--- src/rtl/alu_div_seq.sv ---
// Multi-cycle unsigned restoring divider for the Execute stage.
// Holds the pipeline via o_Stall while running and flags divide-by-zero for condition codes.
module alu_div_seq #(
    parameter int WIDTH = 32
) (
    input  logic             clk,
    input  logic             reset,
    input  logic             i_Start,
    input  logic             i_Flush,
    input  logic [WIDTH-1:0] i_Op1,
    input  logic [WIDTH-1:0] i_Op2,
    output logic             o_Busy,
    output logic             o_Stall,
    output logic             o_Done,
    output logic [WIDTH-1:0] ro_Quotient,
    output logic [WIDTH-1:0] ro_Remainder,
    output logic             ro_DivZero
);

    localparam int CW = (WIDTH > 1) ? $clog2(WIDTH) : 1;
    localparam logic [CW-1:0] LAST_STEP = CW'(WIDTH - 1);

    typedef enum logic [1:0] {
        S_IDLE = 2'd0,
        S_RUN  = 2'd1,
        S_DONE = 2'd2
    } state_e;

    state_e           state_q, state_d;
    logic [WIDTH-1:0] rem_q, rem_d;
    logic [WIDTH-1:0] quo_q, quo_d;
    logic [WIDTH-1:0] div_q, div_d;
    logic [CW-1:0]    count_q, count_d;
    logic [WIDTH-1:0] res_quo_q, res_quo_d;
    logic [WIDTH-1:0] res_rem_q, res_rem_d;
    logic             divzero_q, divzero_d;
    logic             done_q, done_d;
    logic             busy_q, busy_d;

    logic             accept_s;
    logic             last_s;
    logic [WIDTH:0]   step_t;
    logic [WIDTH-1:0] step_rem;
    logic             step_qbit;
    logic [WIDTH-1:0] step_quo;

    assign accept_s = (state_q == S_IDLE) && i_Start && !i_Flush;
    assign last_s   = (count_q == LAST_STEP);

    // State and datapath registers
    always_ff @(posedge clk) begin
        if (reset) begin
            state_q   <= S_IDLE;
            rem_q     <= '0;
            quo_q     <= '0;
            div_q     <= '0;
            count_q   <= '0;
            res_quo_q <= '0;
            res_rem_q <= '0;
            divzero_q <= 1'b0;
            done_q    <= 1'b0;
            busy_q    <= 1'b0;
        end else begin
            state_q   <= state_d;
            rem_q     <= rem_d;
            quo_q     <= quo_d;
            div_q     <= div_d;
            count_q   <= count_d;
            res_quo_q <= res_quo_d;
            res_rem_q <= res_rem_d;
            divzero_q <= divzero_d;
            done_q    <= done_d;
            busy_q    <= busy_d;
        end
    end

    // Next-state logic; a flush returns to IDLE from any state
    always_comb begin
        state_d = state_q;
        case (state_q)
            S_IDLE: begin
                if (accept_s) begin
                    state_d = (i_Op2 == '0) ? S_DONE : S_RUN;
                end else begin
                    state_d = S_IDLE;
                end
            end
            S_RUN: begin
                if (last_s) begin
                    state_d = S_DONE;
                end else begin
                    state_d = S_RUN;
                end
            end
            S_DONE:  state_d = S_IDLE;
            default: state_d = S_IDLE;
        endcase
        if (i_Flush) begin
            state_d = S_IDLE;
        end else begin
            state_d = state_d;
        end
    end

    // One restoring step. The trial value is WIDTH+1 bits so the compare cannot overflow;
    // a successful subtract always fits back in WIDTH bits because rem < div.
    always_comb begin
        step_t = {rem_q, quo_q[WIDTH-1]};
        if (step_t >= {1'b0, div_q}) begin
            step_rem  = step_t[WIDTH-1:0] - div_q;
            step_qbit = 1'b1;
        end else begin
            step_rem  = step_t[WIDTH-1:0];
            step_qbit = 1'b0;
        end
        step_quo = {quo_q[WIDTH-2:0], step_qbit};
    end

    // Datapath next values: operand latch, iteration and result capture
    always_comb begin
        rem_d     = rem_q;
        quo_d     = quo_q;
        div_d     = div_q;
        count_d   = count_q;
        res_quo_d = res_quo_q;
        res_rem_d = res_rem_q;
        divzero_d = divzero_q;
        if (accept_s) begin
            if (i_Op2 == '0) begin
                res_quo_d = '1;
                res_rem_d = i_Op1;
                divzero_d = 1'b1;
            end else begin
                rem_d   = '0;
                quo_d   = i_Op1;
                div_d   = i_Op2;
                count_d = '0;
            end
        end else if ((state_q == S_RUN) && !i_Flush) begin
            rem_d   = step_rem;
            quo_d   = step_quo;
            count_d = count_q + CW'(1);
            if (last_s) begin
                res_quo_d = step_quo;
                res_rem_d = step_rem;
                divzero_d = 1'b0;
            end else begin
                res_quo_d = res_quo_q;
            end
        end else begin
            rem_d = rem_q;
        end
    end

    // Outputs: status flops track the next state, stall is combinational
    always_comb begin
        done_d  = (state_d == S_DONE);
        busy_d  = (state_d != S_IDLE);
        o_Stall = accept_s || (state_q == S_RUN);
    end

    assign o_Busy       = busy_q;
    assign o_Done       = done_q;
    assign ro_Quotient  = res_quo_q;
    assign ro_Remainder = res_rem_q;
    assign ro_DivZero   = divzero_q;

endmodule

--- config.mk ---
export PLATFORM = sky130hd
export DESIGN_NAME = alu_div_seq
export DESIGN_NICKNAME = d
export VERILOG_FILES = /design/src/rtl/alu_div_seq.sv
export SDC_FILE = /design/constraint.sdc
export NUM_CORES = 1
export LEC_CHECK = 0
export BUFFER_PORTS_ARGS = -buffer_cell sky130_fd_sc_hd__buf_2
export CAP_MARGIN = 30
export CORE_MARGIN = 4
export CORE_UTILIZATION = 40
export DETAILED_ROUTE_END_ITERATION = 12
export HOLD_SLACK_MARGIN = 0.15
export PLACE_DENSITY = 0.64
export SLEW_MARGIN = 40
export SYNTH_ARGS = -nofsm -noshare
export SYNTH_HDL_FRONTEND = slang
export SYNTH_SLANG_ARGS = --single-unit
export TNS_END_PERCENT = 10
--- constraint.sdc ---
create_clock -name clk -period 2.62 [get_ports clk]
set_clock_uncertainty 0.1 [all_clocks]
set_input_delay 0.262 -clock clk [delete_from_list [all_inputs] [get_ports clk]]
set_output_delay 0.262 -clock clk [all_outputs]
set_load 0.1 [all_outputs]
==> flow_summary.toml <==
[sta]
worst_slack_ns = -0.1903
drv_slew = 0
finalHoldViolations = 0
rsz0062_at_grt = "yes"
tns_ns = -4.363
worst_pin_slew_ns = 0.8043
holdWs_ns = 0.1801
layout_min_cycle_time_ns = 2.810
slew-limit-headroom_pct = 45.97
setup_viol = 55
max_freq_ghz = 0.3558
period_share_pct = 107.3

[final_layout]
antenna_cells = 0
fin_nets = 1584
area_growth_pct = 41.43
final_cells = 1774
stdcell_area_mm2 = 0.01288
drive_gt1_share_pct = 30.19
final_util_pct = 58.29
n_fill_cell = 2035

[yosys]
yosysSeqAreaShare_pct = 37.38
synth_top_family_by_area = "compound AO/OA/AOI/OAI gates"
avgSynthCellArea_um2 = 7.651
synth_xor_area_share_pct = 2.405
synth_nets = 1293
synthTopCellsByArea = "dfxtp_1 (37%), nand2_1 (7.8%), a21oi_1 (5.7%)"
synth_cell_type_count = 64
netlist.area_leader.share_pct = 37.38
yosys.area.top_type = "dfxtp_1"
async_reset_ff_share_pct = 0
syn_inst = 1190
syn-cell-area_mm2 = 0.009105
yosys.area_share.simple_pct = 23.59
ys_ff_latch = 170
synthMuxAreaShare_pct = 0.7970
synth_warnings = 0
synthAdderAreaFrac_pct = 4.892
synth-edff-count = 0
synth_ff_type = "dfxtp_1"
synth_compound_area_share_pct = 24.83

[route]
drt_drc_violations_left = 0
wl_per_cell_um = 17.06
wirelength_um = 30260
drt_iter0_markers = 798
drt_pass1_iterations = 5
antenna_left = 0
vias = 9753
vias_per_cell = 5.498

[global_routing]
use_met2_pct = 36.32
grt_use_total_pct = 23.37
grt_util_met1_pct = 33.63
grt-busiest-layer = "met2"
grt_start_max_net_pins = 51
use_met3_pct = 4.121
grt_antenna_before_repair = 0
grt_pass1_vias = 9401
gr-total-overflow = 0
grt_pass1_wl_um = 49040

[die]
die_x_um = 158.9
core_area_mm2 = 0.02209
initial_core_util_pct = 41.21
dieArea_mm2 = 0.02524
die_h_um = 158.9
rows = 54
io_pins = 136

[clock_tree]
cts_buffers = 17
htreeDepth = 4
clock_latency_ns = 0.44
root_buffer = "clkbuf_16"
cts_tree = "yes"
clkSinkCount = 170
clkSlewWorstSetupHoldPaths_ns = 0.07
cts_max_path_buffers = 2

[placement]
routabilityCongestion = 0.9734
post_dp_cell_area_mm2 = 0.01113
io_buffers = 135
placed_cells = 1671
dp_hpwl_um = 22150
dp_slack_ns = -0.3384

[worst_hold_path]
hp-class = "in2reg"

[status]
violations = "setup timing"
status = "finished, violations left"

[worst_setup_path]
path_max_fanout = 8
endpoint_kind = "register"
cp.arrival_ns = 3.06
cp-start-kind = "register"
worst_ep_required_time_ns = 2.87
regToRegSetupSlack_ns = -0.19
path_class = "reg2reg"

[pwr]
p_leak_nw = 5.406
p_total_mw = 9.233
ir_worst_vdd_mv = 0.5024
power_density_mw_per_mm2 = 717.0

[flow_run]
max_cap_viol_count = 0
==> cell usage after synthesis (4+ instances only) <==
cell type and count:
a2111oi_0 4, a211o_1 9, a211oi_1 13, a21o_1 11, a21oi_1 103, a311oi_1 54
a31oi_1 11, a41oi_1 5, and2_1 7, and3_1 15, buf_1 5, buf_2 12
buf_4 4, clkbuf_1 75, dfxtp_1 170, ha_1 34, inv_1 44, mux2i_1 5
nand2_1 189, nand2b_1 7, nand3_1 14, nand3b_1 7, nand4_1 13, nor2_1 116
nor3_1 85, nor4_1 11, o2111ai_1 8, o211ai_1 22, o21a_1 6, o21ai_0 26
o21ai_1 23, o21bai_1 12, or2_2 4, or3_1 5, xnor2_1 11, xor2_1 14
==> flip-flops by register name (all words and copies together) (netlist names) <==
| register | flops |
|---|---|
| o_Done | 1 |
| ro_Quotient | 32 |
| ro_Remainder | 32 |
| quo_q | 32 |
| div_q | 32 |
| ro_DivZero | 1 |
| rem_q | 32 |
| state_q | 2 |
| count_q | 5 |
| o_Busy | 1 |
==> path summary, 6_finish.rpt <==
check,from,to,cells after the start
max,div_q[16],rem_q[31],11
min,reset,ro_DivZero,2
max reg2reg,div_q[16],rem_q[31],11
min reg2reg,div_q[18],div_q[18],2
==> critical path, cell delays in order, from the launching register on <==
cell and delay [ns]:
dfxtp_2 0.34, inv_2 0.05, ha_4 0.28, nand2_2 0.05, or4_4 0.56, nor4_2 0.14
nand3_1 0.14, o211ai_1 0.19, buf_4 0.23, o2111ai_2 0.12, mux2_4 0.32, a311oi_2 0.20
==> power by group <==
group          switching, mW  internal, mW  leakage [nW]
sequential             0.101          2.69          1.39
combinational           2.07          1.84          3.73
clock                   1.23          1.30         0.288
==> logic make-up after synthesis <==
kind of cell	Yosys count
buffers and inverters	140
and+or+nand+nor	481
muxes	7
xor gates and xnor gates	25
adders and majority gates	35
AOI/OAI and AO/OA	332
DFF	170
==> layer usage <==
layer / part of all wire (%) / routed length, um
met1: 47 / 14310
met2: 44 / 13450
met3: 6.7 / 2028
met4: 1.6 / 478
met5: 0 / 0
==> repair_timing <==
item | in CTS | in global routing
pin swaps | 26 | 16
hold buffers | 64 | 0
endpoints found under the hold margin | 94 | 0
setup buffers | 5 | 2
gates resized for setup | 84 | 22
endpoints found under the setup margin | 63 | 66
cloned | 0 | 0
==> cell usage in the layout (no fill, tap or decap), drive strengths merged, types with 15 or more instances in the layout <==
| cell type | n |
|---|---|
| a211oi | 15 |
| a21oi | 103 |
| a311oi | 56 |
| and3 | 15 |
| buf | 304 |
| clkbuf | 18 |
| dfxtp | 170 |
| dlygate4sd3 | 64 |
| ha | 34 |
| inv | 51 |
| nand2 | 191 |
| nor2 | 116 |
| nor3 | 85 |
| o211ai | 23 |
| o21ai | 49 |
==> area by class of cell <==
class                           instances  area [um^2]  share of cell area [%]
Clock buffer                           18        439.2                   3.410
Clock inverter                         14        151.4                   1.176
Inverter                               44        165.2                   1.283
Multi-Input combinational cell        880         5643                   43.82
Sequential cell                       170         3426                   26.60
Tap cell                              280        350.3                   2.721
Timing Repair Buffer                  368         2703                   20.99
No activity file was read; power rests on OpenSTA's default activity.
